## src/rtl/decode_queue.sv

```systemverilog
// Instruction decode stage feeding a DEPTH-entry elastic queue of decoded bundles.
// Decode is combinational on the incoming word; only the decoded result is stored.
module decode_queue #(
  parameter int XLEN  = 64,
  parameter int DEPTH = 2,
  parameter int CNT_W = 16
) (
  input  logic             clk,
  input  logic             reset,
  input  logic             flush,
  input  logic             in_valid,
  output logic             in_ready,
  input  logic [31:0]      in_instr,
  input  logic [XLEN-1:0]  in_pc,
  output logic             out_valid,
  input  logic             out_ready,
  output logic [3:0]       out_op,
  output logic [4:0]       out_rs,
  output logic [4:0]       out_rt,
  output logic [4:0]       out_rd,
  output logic [XLEN-1:0]  out_imm,
  output logic [XLEN-1:0]  out_pc,
  output logic             out_regwrite,
  output logic             out_memread,
  output logic             out_memwrite,
  output logic             out_branch,
  output logic             out_jump,
  output logic [CNT_W-1:0] illegal_count
);

  localparam int PTR_W = $clog2(DEPTH);
  localparam int CQ_W  = PTR_W + 1;

  typedef enum logic [3:0] {
    OP_NOP  = 4'd0,  OP_ADD = 4'd1, OP_SUB = 4'd2, OP_AND = 4'd3,
    OP_OR   = 4'd4,  OP_SLT = 4'd5, OP_ADDI = 4'd6, OP_LW = 4'd7,
    OP_SW   = 4'd8,  OP_J   = 4'd9, OP_BEQ = 4'd10, OP_ILL = 4'd15
  } op_e;

  typedef struct packed {
    op_e             op;
    logic [4:0]      rs;
    logic [4:0]      rt;
    logic [4:0]      rd;
    logic [XLEN-1:0] imm;
    logic [XLEN-1:0] pc;
    logic            regwrite;
    logic            memread;
    logic            memwrite;
    logic            branch;
    logic            jump;
  } entry_t;

  function automatic entry_t decode(input logic [31:0] instr, input logic [XLEN-1:0] pc);
    entry_t e;
    e     = '0;
    e.op  = OP_ILL;
    e.rs  = instr[25:21];
    e.rt  = instr[20:16];
    e.rd  = instr[15:11];
    e.pc  = pc;
    case (instr[31:26])
      6'b000000: begin
        case (instr[5:0])
          6'b100000: e.op = OP_ADD;
          6'b100010: e.op = OP_SUB;
          6'b100100: e.op = OP_AND;
          6'b100101: e.op = OP_OR;
          6'b101010: e.op = OP_SLT;
          6'b000000: e.op = OP_NOP;
          default:   e.op = OP_ILL;
        endcase
      end
      6'b001000: e.op = OP_ADDI;
      6'b100011: e.op = OP_LW;
      6'b101011: e.op = OP_SW;
      6'b000010: e.op = OP_J;
      6'b000100: e.op = OP_BEQ;
      default:   e.op = OP_ILL;
    endcase
    case (e.op)
      OP_ADDI, OP_LW, OP_SW, OP_BEQ: e.imm = {{(XLEN-16){instr[15]}}, instr[15:0]};
      OP_J:                          e.imm = {{(XLEN-28){1'b0}}, instr[25:0], 2'b00};
      default:                       e.imm = '0;
    endcase
    e.regwrite = (e.op inside {OP_ADD, OP_SUB, OP_AND, OP_OR, OP_SLT, OP_ADDI, OP_LW});
    e.memread  = (e.op == OP_LW);
    e.memwrite = (e.op == OP_SW);
    e.branch   = (e.op == OP_BEQ);
    e.jump     = (e.op == OP_J);
    return e;
  endfunction

  function automatic logic [CNT_W-1:0] sat_inc(input logic [CNT_W-1:0] c);
    return (&c) ? c : c + 1'b1;
  endfunction

  entry_t            r_mem [DEPTH];
  logic [CQ_W-1:0]   r_count;
  logic [PTR_W-1:0]  r_rd_ptr;
  logic [PTR_W-1:0]  r_wr_ptr;
  logic [CNT_W-1:0]  r_ill_cnt;

  entry_t            w_dec;
  entry_t            w_head;
  logic              w_push;
  logic              w_pop;

  assign w_dec     = decode(in_instr, in_pc);
  // Ready depends on registered occupancy only, so a pop never frees a slot in the same cycle.
  assign in_ready  = (r_count < CQ_W'(DEPTH));
  assign out_valid = (r_count != '0);
  assign w_push    = in_valid & in_ready & ~flush;
  assign w_pop     = out_valid & out_ready & ~flush;
  assign w_head    = out_valid ? r_mem[r_rd_ptr] : '0;

  always_ff @(posedge clk or negedge reset) begin
    if (!reset) begin
      r_count   <= '0;
      r_rd_ptr  <= '0;
      r_wr_ptr  <= '0;
      r_ill_cnt <= '0;
    end else if (flush) begin
      r_count  <= '0;
      r_rd_ptr <= '0;
      r_wr_ptr <= '0;
    end else begin
      if (w_push) r_wr_ptr <= r_wr_ptr + 1'b1;
      if (w_pop)  r_rd_ptr <= r_rd_ptr + 1'b1;
      case ({w_push, w_pop})
        2'b10:   r_count <= r_count + CQ_W'(1);
        2'b01:   r_count <= r_count - CQ_W'(1);
        default: r_count <= r_count;
      endcase
      if (w_push && (w_dec.op == OP_ILL)) r_ill_cnt <= sat_inc(r_ill_cnt);
    end
  end

  always_ff @(posedge clk) begin
    if (w_push) r_mem[r_wr_ptr] <= w_dec;
  end

  assign out_op        = w_head.op;
  assign out_rs        = w_head.rs;
  assign out_rt        = w_head.rt;
  assign out_rd        = w_head.rd;
  assign out_imm       = w_head.imm;
  assign out_pc        = w_head.pc;
  assign out_regwrite  = w_head.regwrite;
  assign out_memread   = w_head.memread;
  assign out_memwrite  = w_head.memwrite;
  assign out_branch    = w_head.branch;
  assign out_jump      = w_head.jump;
  assign illegal_count = r_ill_cnt;

endmodule

```

## config.mk

```make
export PLATFORM = sky130hd
export DESIGN_NAME = decode_queue
export DESIGN_NICKNAME = d
export VERILOG_FILES = /design/src/rtl/decode_queue.sv
export SDC_FILE = /design/constraint.sdc
export NUM_CORES = 1
export LEC_CHECK = 0
export CORE_ASPECT_RATIO = 1.25
export CORE_UTILIZATION = 40
export DETAILED_ROUTE_END_ITERATION = 10
export PLACE_DENSITY = 0.64
export SLEW_MARGIN = 0
export SYNTH_ARGS = -nofsm -noshare
export SYNTH_HDL_FRONTEND = slang
export SYNTH_SLANG_ARGS = --single-unit
```

## constraint.sdc

```tcl
create_clock -name clk -period 15.37 [get_ports clk]
set_input_delay 4.611 -clock clk [delete_from_list [all_inputs] [get_ports clk]]
set_output_delay 4.611 -clock clk [all_outputs]
set_load 0.03 [all_outputs]
```

* Word-level counts from Yosys, hierarchy flattened
Memories as Yosys holds them, arrays and structs flattened.
Cells that the tools add are included.
** Storage, ports and cells
- Latch bits :: 0
- Register bits :: 20
- Input bits :: 101
- Bits in read-only memories :: 0
- Memories :: 1
- Output and inout bits :: 170
- RAM bits :: 304
** Operators by class
- $lt $le $gt $ge :: 1
- Mux-type cells :: 12
- Bitwise operators :: 6
- Multipliers :: 0
- Divide/modulo/power cells :: 0
- $add $sub $neg :: 5
- Equal/unequal tests :: 23
- Shift-type cells :: 0
- Reductions and logical operators :: 11
** Memory list
- r_mem :: depth 2, bits a word 152, rd ports 1, clocked after memory_dff 0, write ports 1, line 98 : entry_t r_mem [DEPTH];
** Operator list (count)
- two-way mux 152 bit :: 1
- one-hot mux 64 bit (2 select lines) :: 1
- one-hot mux 4 bit (6 select lines) :: 2
- equality test 6 bit (second input constant) :: 7
- adder 16 x 1 -> 16 bit (second input constant) :: 1
- equality test 4 x 3 -> 1 bit (second input constant) :: 4
- equality test 4 bit (second input constant) :: 4
- AND reduction 16 bit :: 1
- zero test 6 bit :: 2
- equality test 4 x 2 -> 1 bit (second input constant) :: 2
- nonzero test 7 bit :: 1
- equality test 6 x 2 -> 1 bit (second input constant) :: 1
- equality test 6 x 3 -> 1 bit (second input constant) :: 1
- equality test 6 x 4 -> 1 bit (second input constant) :: 1
- two-way mux 1 bit :: 6
- nonzero test 2 bit :: 3
- bitwise AND 1 bit :: 4
- equality test 4 x 1 -> 1 bit (second input constant) :: 1
- one-hot mux 2 bit (2 select lines) :: 1
- OR reduction 4 bit :: 1
- AND reduction 3 bit :: 1
- nonzero test 3 bit :: 1
- adder 1 bit (second input constant) :: 2
- adder 2 x 1 -> 2 bit (second input constant) :: 1
- other kinds (7) :: 8

* Logic depth before layout (Yosys ltp)
- Depth after elaboration :: 6
- Depth in mapped cells :: 10
- Mapped depth without buffers :: 7

* Worst setup path before layout
Ideal clock, no wire load.
- Kind :: input to register
- Start :: in in_valid
- End :: mem r_mem[0][0] (netlist bit) (enable)
- Stages :: 3
- Setup time :: 0.594 ns
- Arrival :: 9.888 ns
- Slack :: 4.888 ns
- Required time :: 14.776 ns
- Path through :: nor2b_1 nand2b_1 nor2_1
** On the way
- Cells in the longest elaborated chain, start to end :: 4
** Ends and longest elaborated chain
- from (decl) :: line 11 : input logic in_valid,
- bitwise AND 1 bit (2 in series) :: line 113 : assign w_push = in_valid & in_ready & ~flush;
- two-way mux 1 bit :: line 140 : if (w_push) r_mem[r_wr_ptr] <= w_dec;
- two-way mux 1 bit (not written as such) :: line 140
- to (decl) :: line 98
No other way between the ends.

* Worst setup path after layout
- Start :: reg r_rd_ptr
- End :: out out_imm[35]
** On the way
- Cells in the longest elaborated chain, start to end :: 2
** Ends and longest elaborated chain
- from (decl) :: line 100 : logic [PTR_W-1:0] r_rd_ptr;
- from (signal assigned) :: line 129 : if (w_pop) r_rd_ptr <= r_rd_ptr + 1'b1;
- memory (2 x 152 bit)
- two-way mux 152 bit :: line 115 : assign w_head = out_valid ? r_mem[r_rd_ptr] : '0;
- to (decl) :: line 21 : output logic [XLEN-1:0] out_imm,
No other way between the ends.

==> qor.csv <==
metric;value;unit
status;complete, no violations;
clk_pin_slew_worst_paths;60;ps
htree_levels;1;
synth-async-reset-ratio;7.87;%
cts_root_buffer;clkbuf_16;
drv_slew;0;
tightest_slew;1010;ps
nNetsFinal;1069;
met2WireLength;11500;um
insertion_delay;520;ps
ir_drop;0.0957;mV
die_w;148;um
post-cts-setup-buffer-count;0;
reg2regPathDepth;4;
route.met3.wl;1560;um
stdcell_area;0.0143;mm^2
synth_area;0.0106;mm^2
post_cts_resized;0;
critPathArrivalTime;3260;ps
grt_overflow_total;0;
syn_to_final_growth;34.4;%
grt_pass1_wl;34500;um
critPathTopFamily;buffers and inverters;
fmax;0.127;GHz
avgRoutedWirePerCell;17.1;um
start_util;40.8;%
postSynthAreaPerCell;14.5;um^2
cts_hold_buf;0;
coreArea;0.0260;mm^2
cp-start-kind;register;
routed_via_density;4.88;
path_class;register to primary output;
first_pass_iters;5;
track_usage;16.5;%
power;1.76;mW
num_antenna_cells;0;
cp_num_buf_inv;3;
synthTopCellsByCount;234 x edfxtp_1, 137 x nor2_1, 117 x mux2i_1, 36 x buf_4, 36 x nand2_1;
drtAntennaViolNets;0;
critical-path-max-stage-delay;740;ps
hold_viol_final;0;
power.density;123;mW/mm^2
endpoint_kind;primary output;
timing.slew.headroom;33.0;%
critPathMaxFanout;44;
maxCapViolations;0;
yosysMostFrequentCell;edfxtp_1;
cts_buffer_depth;3;
ios;271;
finalSetupViolCount;0;
highest_layer;met4;
fin_tns_setup;0;ps
power.leakage;4.86;nW
postPlaceCellArea;0.0134;mm^2
synth-main-ff-cell;edfxtp_1;
rows;66;
hpwl;14500;um
portBuffers;270;
hold-path-endpoint;illegal_count[4];
cp.depth;5;
grt_max_degree;70;
wl_met1;9190;um
drt_first_iter_violations;303;
finalWorstPathRequiredPeriod;7870;ps
ys_warn_count;0;
synth-edff-count;234;
drive_above_1_share;7.00;%
synth_top_cell_by_area;edfxtp_1;
via_count;6475;
crit_path_cell_trace;buf_4, mux2i_1, nor2_2, buf_4, clkdlybuf4s50_1;
syn_nets;834;
r2r_end;r_mem[0][63];
ff2ff_setup_slack;12540;ps
cts_buffers;25;
min_from;illegal_count[4];
synth.area.top_cells;edfxtp_1 66%, mux2i_1 11%, nor2_1 4.8%;
syn_inst;732;
synth_top_area_share;66.2;%
cts_sinks;254;
cts_tree;yes;
dieArea;0.0272;mm^2
synth_cell_types;46;
finalCritPeriodShare;51.2;%
grt_pass1_vias;6275;
routabilityCongestion;0.790;
min_path_cells;1;
clock-skew-final;13.6;ps
ys_seq_elements;254;
reg2reg_from;r_count[1];
crit_top_cell;buf_4;
ys_seq_area_share;70.9;%
rsz0062_at_grt;false;
antenna_found_initial;0;
hp-class;register to register;
route.detailed.drc;0;
fillerInstances;2208;
hold_ws;497;ps
slowest_stage;clkdlybuf4s50_1;
routed_wl;22700;um
required;10760;ps
die_h;184;um
[worst max-delay path by stage]
| stage | from | endpoint | slack (ps) |
|---|---|---|---|
| 2_1_floorplan | in_valid | r_mem[0][0] | 4890 |
| 3_3_place_gp | in_valid | r_mem[0][59] | 7850 |
| 3_5_place_dp | in_valid | r_mem[0][27] | 7830 |
| 4_1_cts | r_rd_ptr | out_imm[35] | 7410 |
| 5_1_grt | r_rd_ptr | out_imm[57] | 7290 |
| 6_report | r_rd_ptr | out_imm[35] | 7500 |
[registers in the layout, indices dropped and copies added (netlist names)]
name	cells
r_count	2
illegal_count	16
r_rd_ptr	1
r_wr_ptr	1
r_mem	234
[metal layers]
| metal | GRT usage, % | vias up |
|---|---|---|
| met3 | 3.49 | 34 |
| li1 | - | 3071 |
| met5 | 0 | - |
| met2 | 29.6 | 216 |
| met4 | 4.54 | 0 |
| met1 | 19.8 | 3154 |
[logic make-up (layout without fill, tap and decap cells)]
logic type / count (synthesis) / after routing / synth area share [%]
XOR/XNOR: 21 / 21 / 1.73
AND/OR/NAND/NOR: 222 / 222 / 9.21
buffers and inverters: 83 / 337 / 4.40
AO/OA/AOI/OAI: 32 / 32 / 2.39
flip-flops: 254 / 254 / 70.9
multiplexers: 118 / 118 / 11.1
adder cells (fa/ha/maj): 2 / 2 / 0.212
[cell type report]
cell class	count	area, um^2	area share [%]
Multi-Input combinational cell	395	2650	18.6
Clock buffer	33	676	4.74
Tap cell	340	425	2.98
Sequential cell	254	7530	52.8
Timing Repair Buffer	281	2790	19.5
Clock inverter	13	155	1.09
Inverter	10	37.5	0.263
[where the power goes]
part	total, mW	leakage, nW	internal (mW)	switching (mW)
clock network	0.613	0.391	0.361	0.252
registers	0.817	2.42	0.794	0.0230
logic	0.331	2.05	0.138	0.193
total	1.76	4.86	1.29	0.468
[worst register-to-register path, delay by kind of cell, from the launching register on]
family	cells	cell delay, ps
AND/OR/NAND/NOR	3	1240
buffers and inverters	1	720
flip-flops	1	450
[cells in the final DEF, fill, tap and decap left out, types with 2 or more instances in the layout]
cell and count:
or3_1 2, o31a_1 3, a22o_1 13, nand2_1 36, clkbuf_16 25, mux2i_1 117
clkbuf_8 2, nand4_1 2, nor2_2 4, inv_1 10, o21ai_0 2, xor2_1 16
clkinv_2 3, clkdlybuf4s50_1 270, nand2b_1 2, nand3_1 9, a21o_1 2, edfxtp_1 234
buf_4 11, and3_1 5, clkbuf_1 6, bufinv_16 3, and3b_1 2, nor2_4 3
xnor2_1 5, nor3_2 7, nor2_1 133, dfrtp_1 19, nor2b_1 2, and2_1 2
nor3_1 6, a21oi_1 5, clkinvlp_4 5
[stage by stage]
step / setup WS [ps] / std cells / util [%]
floorplan: 4890 / 732 / -
global placement: 7850 / 1280 / 51.6
detailed placement: 7830 / 1280 / 51.6
CTS: 7410 / 1326 / 54.8
global route: 7290 / 1326 / 54.8
finish: 7500 / 1326 / 54.8
Note: power is estimated with default switching activity, not from simulation.
